===== config.mk =====
export PLATFORM = sky130hd
export DESIGN_NAME = config_cb_chain_cell_flat
export DESIGN_NICKNAME = d
export VERILOG_FILES = /design/src/rtl/config_cb_chain_cell_if.sv /design/src/rtl/config_cb_chain_cell.sv /design/src/flat_wrapper.sv
export SDC_FILE = /design/constraint.sdc
export NUM_CORES = 1
export LEC_CHECK = 0
export ABC_AREA = 1
export ABC_CLOCK_PERIOD_IN_PS = 1200
export BUFFER_PORTS_ARGS = -buffer_cell sky130_fd_sc_hd__buf_4
export CORE_ASPECT_RATIO = 0.5
export CORE_MARGIN = 2
export CORE_UTILIZATION = 46
export CTS_CLUSTER_DIAMETER = 60
export DETAILED_ROUTE_END_ITERATION = 10
export PLACE_DENSITY = 0.72
export SETUP_SLACK_MARGIN = 0.05
export SYNTH_ARGS = -nofsm -noshare
export SYNTH_HDL_FRONTEND = slang
export SYNTH_SLANG_ARGS = --single-unit

===== constraint.sdc =====
create_clock -name clk -period 1.2 [get_ports clk]
set_clock_uncertainty 0.2 [all_clocks]
set_input_delay 0.24 -clock clk [delete_from_list [all_inputs] [get_ports clk]]
set_output_delay 0.24 -clock clk [all_outputs]
set_load 0.1 [all_outputs]

===== src/rtl/config_cb_chain_cell_if.sv =====
// Serial configuration bus for one connection-block cell: shared programming
// controls, the load token in and out, and the 96 decoded switch enables.
interface config_cb_chain_cell_if;
  logic bit_in, prgm_b, cb_prgm_b, cb_prgm_b_in, cb_prgm_b_out;
  logic x1_G0, x1_G1, x1_G2, x1_G3, x1_G4, x1_G5, x1_G6, x1_G7;
  logic x2_G0, x2_G1, x2_G2, x2_G3, x2_G4, x2_G5, x2_G6, x2_G7;
  logic x3_G0, x3_G1, x3_G2, x3_G3, x3_G4, x3_G5, x3_G6, x3_G7;
  logic x4_G0, x4_G1, x4_G2, x4_G3, x4_G4, x4_G5, x4_G6, x4_G7;
  logic x5_G0, x5_G1, x5_G2, x5_G3, x5_G4, x5_G5, x5_G6, x5_G7;
  logic x6_G0, x6_G1, x6_G2, x6_G3, x6_G4, x6_G5, x6_G6, x6_G7;
  logic x7_G0, x7_G1, x7_G2, x7_G3, x7_G4, x7_G5, x7_G6, x7_G7;
  logic x8_G0, x8_G1, x8_G2, x8_G3, x8_G4, x8_G5, x8_G6, x8_G7;
  logic q1_G0, q1_G1, q1_G2, q1_G3, q1_G4, q1_G5, q1_G6, q1_G7;
  logic q2_G0, q2_G1, q2_G2, q2_G3, q2_G4, q2_G5, q2_G6, q2_G7;
  logic q3_G0, q3_G1, q3_G2, q3_G3, q3_G4, q3_G5, q3_G6, q3_G7;
  logic q4_G0, q4_G1, q4_G2, q4_G3, q4_G4, q4_G5, q4_G6, q4_G7;

  // programming controller side
  modport master (
    output bit_in, prgm_b, cb_prgm_b, cb_prgm_b_in,
    input  cb_prgm_b_out,
    input  x1_G0, x1_G1, x1_G2, x1_G3, x1_G4, x1_G5, x1_G6, x1_G7,
    input  x2_G0, x2_G1, x2_G2, x2_G3, x2_G4, x2_G5, x2_G6, x2_G7,
    input  x3_G0, x3_G1, x3_G2, x3_G3, x3_G4, x3_G5, x3_G6, x3_G7,
    input  x4_G0, x4_G1, x4_G2, x4_G3, x4_G4, x4_G5, x4_G6, x4_G7,
    input  x5_G0, x5_G1, x5_G2, x5_G3, x5_G4, x5_G5, x5_G6, x5_G7,
    input  x6_G0, x6_G1, x6_G2, x6_G3, x6_G4, x6_G5, x6_G6, x6_G7,
    input  x7_G0, x7_G1, x7_G2, x7_G3, x7_G4, x7_G5, x7_G6, x7_G7,
    input  x8_G0, x8_G1, x8_G2, x8_G3, x8_G4, x8_G5, x8_G6, x8_G7,
    input  q1_G0, q1_G1, q1_G2, q1_G3, q1_G4, q1_G5, q1_G6, q1_G7,
    input  q2_G0, q2_G1, q2_G2, q2_G3, q2_G4, q2_G5, q2_G6, q2_G7,
    input  q3_G0, q3_G1, q3_G2, q3_G3, q3_G4, q3_G5, q3_G6, q3_G7,
    input  q4_G0, q4_G1, q4_G2, q4_G3, q4_G4, q4_G5, q4_G6, q4_G7
  );

  // configuration cell side
  modport slave (
    input  bit_in, prgm_b, cb_prgm_b, cb_prgm_b_in,
    output cb_prgm_b_out,
    output x1_G0, x1_G1, x1_G2, x1_G3, x1_G4, x1_G5, x1_G6, x1_G7,
    output x2_G0, x2_G1, x2_G2, x2_G3, x2_G4, x2_G5, x2_G6, x2_G7,
    output x3_G0, x3_G1, x3_G2, x3_G3, x3_G4, x3_G5, x3_G6, x3_G7,
    output x4_G0, x4_G1, x4_G2, x4_G3, x4_G4, x4_G5, x4_G6, x4_G7,
    output x5_G0, x5_G1, x5_G2, x5_G3, x5_G4, x5_G5, x5_G6, x5_G7,
    output x6_G0, x6_G1, x6_G2, x6_G3, x6_G4, x6_G5, x6_G6, x6_G7,
    output x7_G0, x7_G1, x7_G2, x7_G3, x7_G4, x7_G5, x7_G6, x7_G7,
    output x8_G0, x8_G1, x8_G2, x8_G3, x8_G4, x8_G5, x8_G6, x8_G7,
    output q1_G0, q1_G1, q1_G2, q1_G3, q1_G4, q1_G5, q1_G6, q1_G7,
    output q2_G0, q2_G1, q2_G2, q2_G3, q2_G4, q2_G5, q2_G6, q2_G7,
    output q3_G0, q3_G1, q3_G2, q3_G3, q3_G4, q3_G5, q3_G6, q3_G7,
    output q4_G0, q4_G1, q4_G2, q4_G3, q4_G4, q4_G5, q4_G6, q4_G7
  );
endinterface


===== src/rtl/config_cb_chain_cell.sv =====
// Connection-block configuration cell: a 96-bit serial shift register that
// loads while it holds the token, then passes the token to the next cell.
module config_cb_chain_cell (
  input logic                  clk,
  input logic                  reset,
  config_cb_chain_cell_if.slave cb
);
  localparam int unsigned CFG_W = 96;

  logic [CFG_W-1:0] cfg_q, cfg_d;
  logic [6:0]       cnt_q, cnt_d;
  logic             done_q, done_d;
  logic             shift_en;

  // Next-state: shift while this cell owns the token, clear the counter when
  // the session ends so the next session reloads from bit 0.
  always_comb begin
    cfg_d    = cfg_q;
    cnt_d    = cnt_q;
    done_d   = done_q;
    shift_en = !cb.prgm_b && cb.cb_prgm_b && cb.cb_prgm_b_in && !done_q;
    if (cb.prgm_b) begin
      cnt_d  = '0;
      done_d = 1'b0;
    end else if (shift_en) begin
      cfg_d = {cb.bit_in, cfg_q[CFG_W-1:1]};
      cnt_d = cnt_q + 7'd1;
      if (cnt_q == 7'd95) done_d = 1'b1;
    end
  end

  // State register; reset wins over every other input.
  always_ff @(posedge clk) begin
    if (!reset) begin
      cfg_q  <= '0;
      cnt_q  <= '0;
      done_q <= 1'b0;
    end else begin
      cfg_q  <= cfg_d;
      cnt_q  <= cnt_d;
      done_q <= done_d;
    end
  end

  // Token out comes straight from the flop, so chains have no comb path.
  assign cb.cb_prgm_b_out = done_q;

  // Switch G0..G3 of signal s sit in the low half, G4..G7 in the high half.
  assign {cb.x1_G3, cb.x1_G2, cb.x1_G1, cb.x1_G0} = cfg_q[3:0];
  assign {cb.x2_G3, cb.x2_G2, cb.x2_G1, cb.x2_G0} = cfg_q[7:4];
  assign {cb.x3_G3, cb.x3_G2, cb.x3_G1, cb.x3_G0} = cfg_q[11:8];
  assign {cb.x4_G3, cb.x4_G2, cb.x4_G1, cb.x4_G0} = cfg_q[15:12];
  assign {cb.x5_G3, cb.x5_G2, cb.x5_G1, cb.x5_G0} = cfg_q[19:16];
  assign {cb.x6_G3, cb.x6_G2, cb.x6_G1, cb.x6_G0} = cfg_q[23:20];
  assign {cb.x7_G3, cb.x7_G2, cb.x7_G1, cb.x7_G0} = cfg_q[27:24];
  assign {cb.x8_G3, cb.x8_G2, cb.x8_G1, cb.x8_G0} = cfg_q[31:28];
  assign {cb.q1_G3, cb.q1_G2, cb.q1_G1, cb.q1_G0} = cfg_q[35:32];
  assign {cb.q2_G3, cb.q2_G2, cb.q2_G1, cb.q2_G0} = cfg_q[39:36];
  assign {cb.q3_G3, cb.q3_G2, cb.q3_G1, cb.q3_G0} = cfg_q[43:40];
  assign {cb.q4_G3, cb.q4_G2, cb.q4_G1, cb.q4_G0} = cfg_q[47:44];
  assign {cb.x1_G7, cb.x1_G6, cb.x1_G5, cb.x1_G4} = cfg_q[51:48];
  assign {cb.x2_G7, cb.x2_G6, cb.x2_G5, cb.x2_G4} = cfg_q[55:52];
  assign {cb.x3_G7, cb.x3_G6, cb.x3_G5, cb.x3_G4} = cfg_q[59:56];
  assign {cb.x4_G7, cb.x4_G6, cb.x4_G5, cb.x4_G4} = cfg_q[63:60];
  assign {cb.x5_G7, cb.x5_G6, cb.x5_G5, cb.x5_G4} = cfg_q[67:64];
  assign {cb.x6_G7, cb.x6_G6, cb.x6_G5, cb.x6_G4} = cfg_q[71:68];
  assign {cb.x7_G7, cb.x7_G6, cb.x7_G5, cb.x7_G4} = cfg_q[75:72];
  assign {cb.x8_G7, cb.x8_G6, cb.x8_G5, cb.x8_G4} = cfg_q[79:76];
  assign {cb.q1_G7, cb.q1_G6, cb.q1_G5, cb.q1_G4} = cfg_q[83:80];
  assign {cb.q2_G7, cb.q2_G6, cb.q2_G5, cb.q2_G4} = cfg_q[87:84];
  assign {cb.q3_G7, cb.q3_G6, cb.q3_G5, cb.q3_G4} = cfg_q[91:88];
  assign {cb.q4_G7, cb.q4_G6, cb.q4_G5, cb.q4_G4} = cfg_q[95:92];
endmodule


===== src/flat_wrapper.sv =====
// flat-port wrapper written by rule: the top's interface ports become plain ports
module config_cb_chain_cell_flat 
  (clk, reset, cb_bit_in, cb_prgm_b, cb_cb_prgm_b, cb_cb_prgm_b_in, cb_cb_prgm_b_out, cb_x1_G0, cb_x1_G1, cb_x1_G2, cb_x1_G3, cb_x1_G4, cb_x1_G5, cb_x1_G6, cb_x1_G7, cb_x2_G0, cb_x2_G1, cb_x2_G2, cb_x2_G3, cb_x2_G4, cb_x2_G5, cb_x2_G6, cb_x2_G7, cb_x3_G0, cb_x3_G1, cb_x3_G2, cb_x3_G3, cb_x3_G4, cb_x3_G5, cb_x3_G6, cb_x3_G7, cb_x4_G0, cb_x4_G1, cb_x4_G2, cb_x4_G3, cb_x4_G4, cb_x4_G5, cb_x4_G6, cb_x4_G7, cb_x5_G0, cb_x5_G1, cb_x5_G2, cb_x5_G3, cb_x5_G4, cb_x5_G5, cb_x5_G6, cb_x5_G7, cb_x6_G0, cb_x6_G1, cb_x6_G2, cb_x6_G3, cb_x6_G4, cb_x6_G5, cb_x6_G6, cb_x6_G7, cb_x7_G0, cb_x7_G1, cb_x7_G2, cb_x7_G3, cb_x7_G4, cb_x7_G5, cb_x7_G6, cb_x7_G7, cb_x8_G0, cb_x8_G1, cb_x8_G2, cb_x8_G3, cb_x8_G4, cb_x8_G5, cb_x8_G6, cb_x8_G7, cb_q1_G0, cb_q1_G1, cb_q1_G2, cb_q1_G3, cb_q1_G4, cb_q1_G5, cb_q1_G6, cb_q1_G7, cb_q2_G0, cb_q2_G1, cb_q2_G2, cb_q2_G3, cb_q2_G4, cb_q2_G5, cb_q2_G6, cb_q2_G7, cb_q3_G0, cb_q3_G1, cb_q3_G2, cb_q3_G3, cb_q3_G4, cb_q3_G5, cb_q3_G6, cb_q3_G7, cb_q4_G0, cb_q4_G1, cb_q4_G2, cb_q4_G3, cb_q4_G4, cb_q4_G5, cb_q4_G6, cb_q4_G7);
  config_cb_chain_cell_if cb_i ();
  input logic clk;
  input logic reset;
  input wire logic [$bits(cb_i.bit_in)-1:0] cb_bit_in;
  input wire logic [$bits(cb_i.prgm_b)-1:0] cb_prgm_b;
  input wire logic [$bits(cb_i.cb_prgm_b)-1:0] cb_cb_prgm_b;
  input wire logic [$bits(cb_i.cb_prgm_b_in)-1:0] cb_cb_prgm_b_in;
  output wire logic [$bits(cb_i.cb_prgm_b_out)-1:0] cb_cb_prgm_b_out;
  output wire logic [$bits(cb_i.x1_G0)-1:0] cb_x1_G0;
  output wire logic [$bits(cb_i.x1_G1)-1:0] cb_x1_G1;
  output wire logic [$bits(cb_i.x1_G2)-1:0] cb_x1_G2;
  output wire logic [$bits(cb_i.x1_G3)-1:0] cb_x1_G3;
  output wire logic [$bits(cb_i.x1_G4)-1:0] cb_x1_G4;
  output wire logic [$bits(cb_i.x1_G5)-1:0] cb_x1_G5;
  output wire logic [$bits(cb_i.x1_G6)-1:0] cb_x1_G6;
  output wire logic [$bits(cb_i.x1_G7)-1:0] cb_x1_G7;
  output wire logic [$bits(cb_i.x2_G0)-1:0] cb_x2_G0;
  output wire logic [$bits(cb_i.x2_G1)-1:0] cb_x2_G1;
  output wire logic [$bits(cb_i.x2_G2)-1:0] cb_x2_G2;
  output wire logic [$bits(cb_i.x2_G3)-1:0] cb_x2_G3;
  output wire logic [$bits(cb_i.x2_G4)-1:0] cb_x2_G4;
  output wire logic [$bits(cb_i.x2_G5)-1:0] cb_x2_G5;
  output wire logic [$bits(cb_i.x2_G6)-1:0] cb_x2_G6;
  output wire logic [$bits(cb_i.x2_G7)-1:0] cb_x2_G7;
  output wire logic [$bits(cb_i.x3_G0)-1:0] cb_x3_G0;
  output wire logic [$bits(cb_i.x3_G1)-1:0] cb_x3_G1;
  output wire logic [$bits(cb_i.x3_G2)-1:0] cb_x3_G2;
  output wire logic [$bits(cb_i.x3_G3)-1:0] cb_x3_G3;
  output wire logic [$bits(cb_i.x3_G4)-1:0] cb_x3_G4;
  output wire logic [$bits(cb_i.x3_G5)-1:0] cb_x3_G5;
  output wire logic [$bits(cb_i.x3_G6)-1:0] cb_x3_G6;
  output wire logic [$bits(cb_i.x3_G7)-1:0] cb_x3_G7;
  output wire logic [$bits(cb_i.x4_G0)-1:0] cb_x4_G0;
  output wire logic [$bits(cb_i.x4_G1)-1:0] cb_x4_G1;
  output wire logic [$bits(cb_i.x4_G2)-1:0] cb_x4_G2;
  output wire logic [$bits(cb_i.x4_G3)-1:0] cb_x4_G3;
  output wire logic [$bits(cb_i.x4_G4)-1:0] cb_x4_G4;
  output wire logic [$bits(cb_i.x4_G5)-1:0] cb_x4_G5;
  output wire logic [$bits(cb_i.x4_G6)-1:0] cb_x4_G6;
  output wire logic [$bits(cb_i.x4_G7)-1:0] cb_x4_G7;
  output wire logic [$bits(cb_i.x5_G0)-1:0] cb_x5_G0;
  output wire logic [$bits(cb_i.x5_G1)-1:0] cb_x5_G1;
  output wire logic [$bits(cb_i.x5_G2)-1:0] cb_x5_G2;
  output wire logic [$bits(cb_i.x5_G3)-1:0] cb_x5_G3;
  output wire logic [$bits(cb_i.x5_G4)-1:0] cb_x5_G4;
  output wire logic [$bits(cb_i.x5_G5)-1:0] cb_x5_G5;
  output wire logic [$bits(cb_i.x5_G6)-1:0] cb_x5_G6;
  output wire logic [$bits(cb_i.x5_G7)-1:0] cb_x5_G7;
  output wire logic [$bits(cb_i.x6_G0)-1:0] cb_x6_G0;
  output wire logic [$bits(cb_i.x6_G1)-1:0] cb_x6_G1;
  output wire logic [$bits(cb_i.x6_G2)-1:0] cb_x6_G2;
  output wire logic [$bits(cb_i.x6_G3)-1:0] cb_x6_G3;
  output wire logic [$bits(cb_i.x6_G4)-1:0] cb_x6_G4;
  output wire logic [$bits(cb_i.x6_G5)-1:0] cb_x6_G5;
  output wire logic [$bits(cb_i.x6_G6)-1:0] cb_x6_G6;
  output wire logic [$bits(cb_i.x6_G7)-1:0] cb_x6_G7;
  output wire logic [$bits(cb_i.x7_G0)-1:0] cb_x7_G0;
  output wire logic [$bits(cb_i.x7_G1)-1:0] cb_x7_G1;
  output wire logic [$bits(cb_i.x7_G2)-1:0] cb_x7_G2;
  output wire logic [$bits(cb_i.x7_G3)-1:0] cb_x7_G3;
  output wire logic [$bits(cb_i.x7_G4)-1:0] cb_x7_G4;
  output wire logic [$bits(cb_i.x7_G5)-1:0] cb_x7_G5;
  output wire logic [$bits(cb_i.x7_G6)-1:0] cb_x7_G6;
  output wire logic [$bits(cb_i.x7_G7)-1:0] cb_x7_G7;
  output wire logic [$bits(cb_i.x8_G0)-1:0] cb_x8_G0;
  output wire logic [$bits(cb_i.x8_G1)-1:0] cb_x8_G1;
  output wire logic [$bits(cb_i.x8_G2)-1:0] cb_x8_G2;
  output wire logic [$bits(cb_i.x8_G3)-1:0] cb_x8_G3;
  output wire logic [$bits(cb_i.x8_G4)-1:0] cb_x8_G4;
  output wire logic [$bits(cb_i.x8_G5)-1:0] cb_x8_G5;
  output wire logic [$bits(cb_i.x8_G6)-1:0] cb_x8_G6;
  output wire logic [$bits(cb_i.x8_G7)-1:0] cb_x8_G7;
  output wire logic [$bits(cb_i.q1_G0)-1:0] cb_q1_G0;
  output wire logic [$bits(cb_i.q1_G1)-1:0] cb_q1_G1;
  output wire logic [$bits(cb_i.q1_G2)-1:0] cb_q1_G2;
  output wire logic [$bits(cb_i.q1_G3)-1:0] cb_q1_G3;
  output wire logic [$bits(cb_i.q1_G4)-1:0] cb_q1_G4;
  output wire logic [$bits(cb_i.q1_G5)-1:0] cb_q1_G5;
  output wire logic [$bits(cb_i.q1_G6)-1:0] cb_q1_G6;
  output wire logic [$bits(cb_i.q1_G7)-1:0] cb_q1_G7;
  output wire logic [$bits(cb_i.q2_G0)-1:0] cb_q2_G0;
  output wire logic [$bits(cb_i.q2_G1)-1:0] cb_q2_G1;
  output wire logic [$bits(cb_i.q2_G2)-1:0] cb_q2_G2;
  output wire logic [$bits(cb_i.q2_G3)-1:0] cb_q2_G3;
  output wire logic [$bits(cb_i.q2_G4)-1:0] cb_q2_G4;
  output wire logic [$bits(cb_i.q2_G5)-1:0] cb_q2_G5;
  output wire logic [$bits(cb_i.q2_G6)-1:0] cb_q2_G6;
  output wire logic [$bits(cb_i.q2_G7)-1:0] cb_q2_G7;
  output wire logic [$bits(cb_i.q3_G0)-1:0] cb_q3_G0;
  output wire logic [$bits(cb_i.q3_G1)-1:0] cb_q3_G1;
  output wire logic [$bits(cb_i.q3_G2)-1:0] cb_q3_G2;
  output wire logic [$bits(cb_i.q3_G3)-1:0] cb_q3_G3;
  output wire logic [$bits(cb_i.q3_G4)-1:0] cb_q3_G4;
  output wire logic [$bits(cb_i.q3_G5)-1:0] cb_q3_G5;
  output wire logic [$bits(cb_i.q3_G6)-1:0] cb_q3_G6;
  output wire logic [$bits(cb_i.q3_G7)-1:0] cb_q3_G7;
  output wire logic [$bits(cb_i.q4_G0)-1:0] cb_q4_G0;
  output wire logic [$bits(cb_i.q4_G1)-1:0] cb_q4_G1;
  output wire logic [$bits(cb_i.q4_G2)-1:0] cb_q4_G2;
  output wire logic [$bits(cb_i.q4_G3)-1:0] cb_q4_G3;
  output wire logic [$bits(cb_i.q4_G4)-1:0] cb_q4_G4;
  output wire logic [$bits(cb_i.q4_G5)-1:0] cb_q4_G5;
  output wire logic [$bits(cb_i.q4_G6)-1:0] cb_q4_G6;
  output wire logic [$bits(cb_i.q4_G7)-1:0] cb_q4_G7;
  assign cb_i.bit_in = cb_bit_in;
  assign cb_i.prgm_b = cb_prgm_b;
  assign cb_i.cb_prgm_b = cb_cb_prgm_b;
  assign cb_i.cb_prgm_b_in = cb_cb_prgm_b_in;
  assign cb_cb_prgm_b_out = cb_i.cb_prgm_b_out;
  assign cb_x1_G0 = cb_i.x1_G0;
  assign cb_x1_G1 = cb_i.x1_G1;
  assign cb_x1_G2 = cb_i.x1_G2;
  assign cb_x1_G3 = cb_i.x1_G3;
  assign cb_x1_G4 = cb_i.x1_G4;
  assign cb_x1_G5 = cb_i.x1_G5;
  assign cb_x1_G6 = cb_i.x1_G6;
  assign cb_x1_G7 = cb_i.x1_G7;
  assign cb_x2_G0 = cb_i.x2_G0;
  assign cb_x2_G1 = cb_i.x2_G1;
  assign cb_x2_G2 = cb_i.x2_G2;
  assign cb_x2_G3 = cb_i.x2_G3;
  assign cb_x2_G4 = cb_i.x2_G4;
  assign cb_x2_G5 = cb_i.x2_G5;
  assign cb_x2_G6 = cb_i.x2_G6;
  assign cb_x2_G7 = cb_i.x2_G7;
  assign cb_x3_G0 = cb_i.x3_G0;
  assign cb_x3_G1 = cb_i.x3_G1;
  assign cb_x3_G2 = cb_i.x3_G2;
  assign cb_x3_G3 = cb_i.x3_G3;
  assign cb_x3_G4 = cb_i.x3_G4;
  assign cb_x3_G5 = cb_i.x3_G5;
  assign cb_x3_G6 = cb_i.x3_G6;
  assign cb_x3_G7 = cb_i.x3_G7;
  assign cb_x4_G0 = cb_i.x4_G0;
  assign cb_x4_G1 = cb_i.x4_G1;
  assign cb_x4_G2 = cb_i.x4_G2;
  assign cb_x4_G3 = cb_i.x4_G3;
  assign cb_x4_G4 = cb_i.x4_G4;
  assign cb_x4_G5 = cb_i.x4_G5;
  assign cb_x4_G6 = cb_i.x4_G6;
  assign cb_x4_G7 = cb_i.x4_G7;
  assign cb_x5_G0 = cb_i.x5_G0;
  assign cb_x5_G1 = cb_i.x5_G1;
  assign cb_x5_G2 = cb_i.x5_G2;
  assign cb_x5_G3 = cb_i.x5_G3;
  assign cb_x5_G4 = cb_i.x5_G4;
  assign cb_x5_G5 = cb_i.x5_G5;
  assign cb_x5_G6 = cb_i.x5_G6;
  assign cb_x5_G7 = cb_i.x5_G7;
  assign cb_x6_G0 = cb_i.x6_G0;
  assign cb_x6_G1 = cb_i.x6_G1;
  assign cb_x6_G2 = cb_i.x6_G2;
  assign cb_x6_G3 = cb_i.x6_G3;
  assign cb_x6_G4 = cb_i.x6_G4;
  assign cb_x6_G5 = cb_i.x6_G5;
  assign cb_x6_G6 = cb_i.x6_G6;
  assign cb_x6_G7 = cb_i.x6_G7;
  assign cb_x7_G0 = cb_i.x7_G0;
  assign cb_x7_G1 = cb_i.x7_G1;
  assign cb_x7_G2 = cb_i.x7_G2;
  assign cb_x7_G3 = cb_i.x7_G3;
  assign cb_x7_G4 = cb_i.x7_G4;
  assign cb_x7_G5 = cb_i.x7_G5;
  assign cb_x7_G6 = cb_i.x7_G6;
  assign cb_x7_G7 = cb_i.x7_G7;
  assign cb_x8_G0 = cb_i.x8_G0;
  assign cb_x8_G1 = cb_i.x8_G1;
  assign cb_x8_G2 = cb_i.x8_G2;
  assign cb_x8_G3 = cb_i.x8_G3;
  assign cb_x8_G4 = cb_i.x8_G4;
  assign cb_x8_G5 = cb_i.x8_G5;
  assign cb_x8_G6 = cb_i.x8_G6;
  assign cb_x8_G7 = cb_i.x8_G7;
  assign cb_q1_G0 = cb_i.q1_G0;
  assign cb_q1_G1 = cb_i.q1_G1;
  assign cb_q1_G2 = cb_i.q1_G2;
  assign cb_q1_G3 = cb_i.q1_G3;
  assign cb_q1_G4 = cb_i.q1_G4;
  assign cb_q1_G5 = cb_i.q1_G5;
  assign cb_q1_G6 = cb_i.q1_G6;
  assign cb_q1_G7 = cb_i.q1_G7;
  assign cb_q2_G0 = cb_i.q2_G0;
  assign cb_q2_G1 = cb_i.q2_G1;
  assign cb_q2_G2 = cb_i.q2_G2;
  assign cb_q2_G3 = cb_i.q2_G3;
  assign cb_q2_G4 = cb_i.q2_G4;
  assign cb_q2_G5 = cb_i.q2_G5;
  assign cb_q2_G6 = cb_i.q2_G6;
  assign cb_q2_G7 = cb_i.q2_G7;
  assign cb_q3_G0 = cb_i.q3_G0;
  assign cb_q3_G1 = cb_i.q3_G1;
  assign cb_q3_G2 = cb_i.q3_G2;
  assign cb_q3_G3 = cb_i.q3_G3;
  assign cb_q3_G4 = cb_i.q3_G4;
  assign cb_q3_G5 = cb_i.q3_G5;
  assign cb_q3_G6 = cb_i.q3_G6;
  assign cb_q3_G7 = cb_i.q3_G7;
  assign cb_q4_G0 = cb_i.q4_G0;
  assign cb_q4_G1 = cb_i.q4_G1;
  assign cb_q4_G2 = cb_i.q4_G2;
  assign cb_q4_G3 = cb_i.q4_G3;
  assign cb_q4_G4 = cb_i.q4_G4;
  assign cb_q4_G5 = cb_i.q4_G5;
  assign cb_q4_G6 = cb_i.q4_G6;
  assign cb_q4_G7 = cb_i.q4_G7;
  config_cb_chain_cell u_core (.clk(clk), .reset(reset), .cb(cb_i));
endmodule

==> results.cfg, run 1 <==
[place]
dp_hpwl_um = 5440
port_buffers = 102
place_congestion = 0.752

[logic_synthesis]
synth-edff-count = 0
async_flop_share = 0
yosysMostFrequentCell = nor2_1
synth_area_mm2 = 0.00373
synth_area_leaders = dfxtp_1, nor2_1, o21ai_0
avgSynthCellArea_um2 = 7.77
yosysTopAreaCell = dfxtp_1
ys_ff_latch = 104
yosysUniqueCellTypes = 18
netlist.area_leader.share = 0.559
syn-num-nets = 487
ys_seq_area_frac = 0.559
synthCells = 480
yosysWarnings = 0
synthTopCellsByCount = nor2_1, dfxtp_1, o21ai_0
synthFlopType = dfxtp_1

[clock_tree]
h-tree-depth = 3
root_buffer = clkbuf_16
clockBufferDepth = 2
cts_buffers = 9
cts.sinks = 104

[die]
fp.dieH_um = 67.7
io_pins = 103
rows = 23
start_util = 0.469
fp.dieW_um = 131

[outcome]
error = [ERROR DPL-0033] detailed placement checks failed during check placement.
stop_stage = 5_1_grt
status = aborted with a tool error

[timing]
endpoint_type = sequential cell input
crit_endpoint = u_core.cfg_q[45]$_SDFFE_PN0P_/D

[grt]
grt_max_degree = 51
antenna_found_initial = 0
-- stage by stage --
step / TNS (ns) / setup slack (ns) / instances / instance area [um^2] / utilization
after floorplan: -21.96 / -0.295 / 480 / 3960 / -
after CTS: -24.89 / -0.178 / 784 / 7170 / 0.902
after global placement: -17.94 / -0.229 / 683 / 4850 / 0.610
after detailed placement: -18.83 / -0.246 / 683 / 4850 / 0.610
-- timing repair --
action	4_1_cts
buffers inserted	82
hold endpoints to repair	2
pin swaps	0
hold buffers	2
gates resized for setup	333
endpoints found under the setup margin	201
gates cloned	1
-- cell families after synthesis --
kind of cell	after synthesis	share of synthesized area
AO/OA/AOI/OAI	102	0.137
adder cells (fa/ha/maj)	1	0.00336
buffers and inverters	44	0.0634
flip-flops	104	0.559
AND/OR/NAND/NOR	229	0.238
==> run 2: changes to the inputs <==
--- a/config.mk
+++ b/config.mk
@@ -6,15 +6,12 @@
 export NUM_CORES = 1
 export LEC_CHECK = 0
 export ABC_AREA = 1
-export ABC_CLOCK_PERIOD_IN_PS = 1200
+export ABC_CLOCK_PERIOD_IN_PS = 1600
 export BUFFER_PORTS_ARGS = -buffer_cell sky130_fd_sc_hd__buf_4
-export CORE_ASPECT_RATIO = 0.5
 export CORE_MARGIN = 2
-export CORE_UTILIZATION = 46
-export CTS_CLUSTER_DIAMETER = 60
+export CORE_UTILIZATION = 39
 export DETAILED_ROUTE_END_ITERATION = 10
-export PLACE_DENSITY = 0.72
-export SETUP_SLACK_MARGIN = 0.05
+export PLACE_DENSITY_LB_ADDON = 0.15
 export SYNTH_ARGS = -nofsm -noshare
 export SYNTH_HDL_FRONTEND = slang
 export SYNTH_SLANG_ARGS = --single-unit
==> constraint.sdc (replaced) <==
create_clock -name clk -period 1.6 [get_ports clk]
set_clock_uncertainty 0.2 [all_clocks]
set_input_delay 0.32 -clock clk [delete_from_list [all_inputs] [get_ports clk]]
set_output_delay 0.32 -clock clk [all_outputs]
set_load 0.1 [all_outputs]
==> results.cfg, run 2 <==
[min_path]
hp-class = in -> reg

[die]
start_util = 0.403
io_pins = 103
fp.dieH_um = 102
die_area_mm2 = 0.0104
fp.dieW_um = 102
rows = 35
core_mm2 = 0.00924

[timing]
relSlewSlack = 0.678
setup_viol = 0
fin_crit_sh = 0.978
layout_min_cycle_time_ns = 1.56
final-hold-violation-count = 0
setup_tns_ns = 0
maxSlewViolCount = 0
fmax_mhz = 639
worstMarginPinSlew_ns = 0.481

[logic_synthesis]
yosysTopAreaCell = dfxtp_1
synthFlopType = dfxtp_1
yosysUniqueCellTypes = 18
yosysMostFrequentCell = nor2_1
synthTopCellsByCount = nor2_1, dfxtp_1, o21ai_0
netlist.area_leader.share = 0.559
synthCells = 480
synth-edff-count = 0
ys_seq_area_frac = 0.559
async_flop_share = 0
synth_area_mm2 = 0.00373
avgSynthCellArea_um2 = 7.77
yosysWarnings = 0
ys_ff_latch = 104
synth_area_leaders = dfxtp_1, nor2_1, o21ai_0
syn-num-nets = 487

[critical_path]
cp.required_ns = 1.08
critPathKind = reg -> out
critPathBufInv = 1
start_kind = flop
critPathSlowestCell = dfxtp_1
worstPathMaxFanout = 3
cp_cell_sequence = buf_4
cp.arrival_ns = 1.04
cp-end-kind = output pin
max_stage_delay_ns = 0.38
cpLargestDelayFamily = flip-flops

[grt]
grt_max_degree = 57
grtUsageTotal = 0.163
grt_overflow = 0
antenna_found_initial = 0
first_global_vias = 2994
grt_pass1_wl_um = 13700

[clock_tree]
root_buffer = clkbuf_8
clk_pin_slew_worst_paths_ns = 0.09
cts_tree = yes
insertion_delay_ns = 0.35
cts_buffers = 9
clockBufferDepth = 2
h-tree-depth = 3
cts.sinks = 104

[place]
post_dp_cell_area_mm2 = 0.00460
port_buffers = 102
dp_hpwl_um = 5220
place_congestion = 0.711
dp_cells = 687

[pwr]
p_leak_nw = 2.45
power.density_mw_per_mm2 = 1160
power_mw = 5.89
vdd_drop_max_mv = 0.474

[layout]
regMostFlops = u_core.cfg_q
fin_area_mm2 = 0.00506
final_cell_mix = nor2_1, dfxtp_1, o21ai_0
final_util = 0.548
largest_reg_flops = 96
syn_to_final_growth_pct = 35.8
nFillCells = 887
layoutNonFillerInstCount = 704
diodes = 0
nNetsFinal = 577
drive_gt1_frac = 0.230
layout_commonest_cell = nor2_1

[drt]
wl_per_cell_um = 11.6
drt_first_pass_iters = 4
drt-total-wl_um = 8200
num_vias = 3274
drtAntennaViolNets = 0
viasPerCell = 4.65
drc = 0
drt_iter0_drc = 135

[outcome]
status = complete, no violations

[flow_run]
drv_cap = 0
-- run 2: cell counts after synthesis --
Identical to the previous run, type by type.
-- run 2: worst register-to-register path: cells and delay by family (launching register included) --
| kind | cells | cell delay [ns] |
|---|---|---|
| buffers and inverters | 1 | 0.26 |
| DFF | 1 | 0.36 |
| and+or+nand+nor | 4 | 0.50 |
-- run 2: logic make-up (layout without fill, tap and decap cells) --
group	Yosys count	in the layout	synth area share
AO/OA/AOI/OAI	102	102	0.137
adder cells (fa/ha/maj)	1	1	0.00336
buffers and inverters	44	139	0.0634
AND/OR/NAND/NOR	229	229	0.238
flip-flops	104	104	0.559
-- run 2: power by group --
group | internal [mW] | switching, mW
sequential | 2.71 | 0.105
combinational | 0.299 | 1.09
clock | 0.786 | 0.904
-- run 2: timing repair --
| action | CTS | global route |
|---|---|---|
| hold buffers | 1 | 0 |
| setup buffers | 0 | 0 |
| endpoints found under the setup margin | 3 | 60 |
| hold endpoints to repair | 1 | 0 |
| resized for setup | 3 | 61 |
-- run 2: cell type report --
class | count | area (um^2) | area share
Clock buffer | 10 | 138 | 0.0272
Inverter | 12 | 45.0 | 0.00890
Sequential cell | 104 | 2090 | 0.412
Clock inverter | 6 | 72.6 | 0.0143
Multi-Input combinational cell | 332 | 1420 | 0.281
Timing Repair Buffer | 111 | 1130 | 0.224
Tap cell | 129 | 161 | 0.0319
-- run 2: stage by stage --
step	worst slack (ns)	hold slack, ns
CTS	0.000952	0.103
finish	0.0358	0.128
global placement	0.118	0.273
floorplan	0.0968	0.255
global route	-0.00190	0.103
detailed placement	0.0931	0.273
-- run 2: routing by layer --
metal  vias up  GRT usage  routed length (um)  part of all wire
met4         0     0.0437                  40            0.0049
met2        77      0.263                3710              0.45
met5         -          0                   0                 0
li1       1706          -                   -                 -
met1      1489      0.211                3950              0.48
met3         2     0.0531                 498             0.061
-- run 2: final timing paths --
check | start | end | slack (ns) | depth (start not counted)
setup / recovery | u_core.cfg_q[17]$_SDFFE_PN0P_ | cb_x5_G1 | 0.04 | 1
hold / removal | cb_cb_prgm_b | u_core.cnt_q[0]$_SDFFE_PP0P_ | 0.13 | 3
setup reg to reg | u_core.cb.cb_prgm_b_out$_SDFFE_PP0P_ | u_core.cfg_q[71]$_SDFFE_PN0P_ | 0.19 | 5
hold reg to reg | u_core.cb.cb_prgm_b_out$_SDFFE_PP0P_ | u_core.cb.cb_prgm_b_out$_SDFFE_PP0P_ | 0.29 | 2
(Power assumes the default switching activity.)
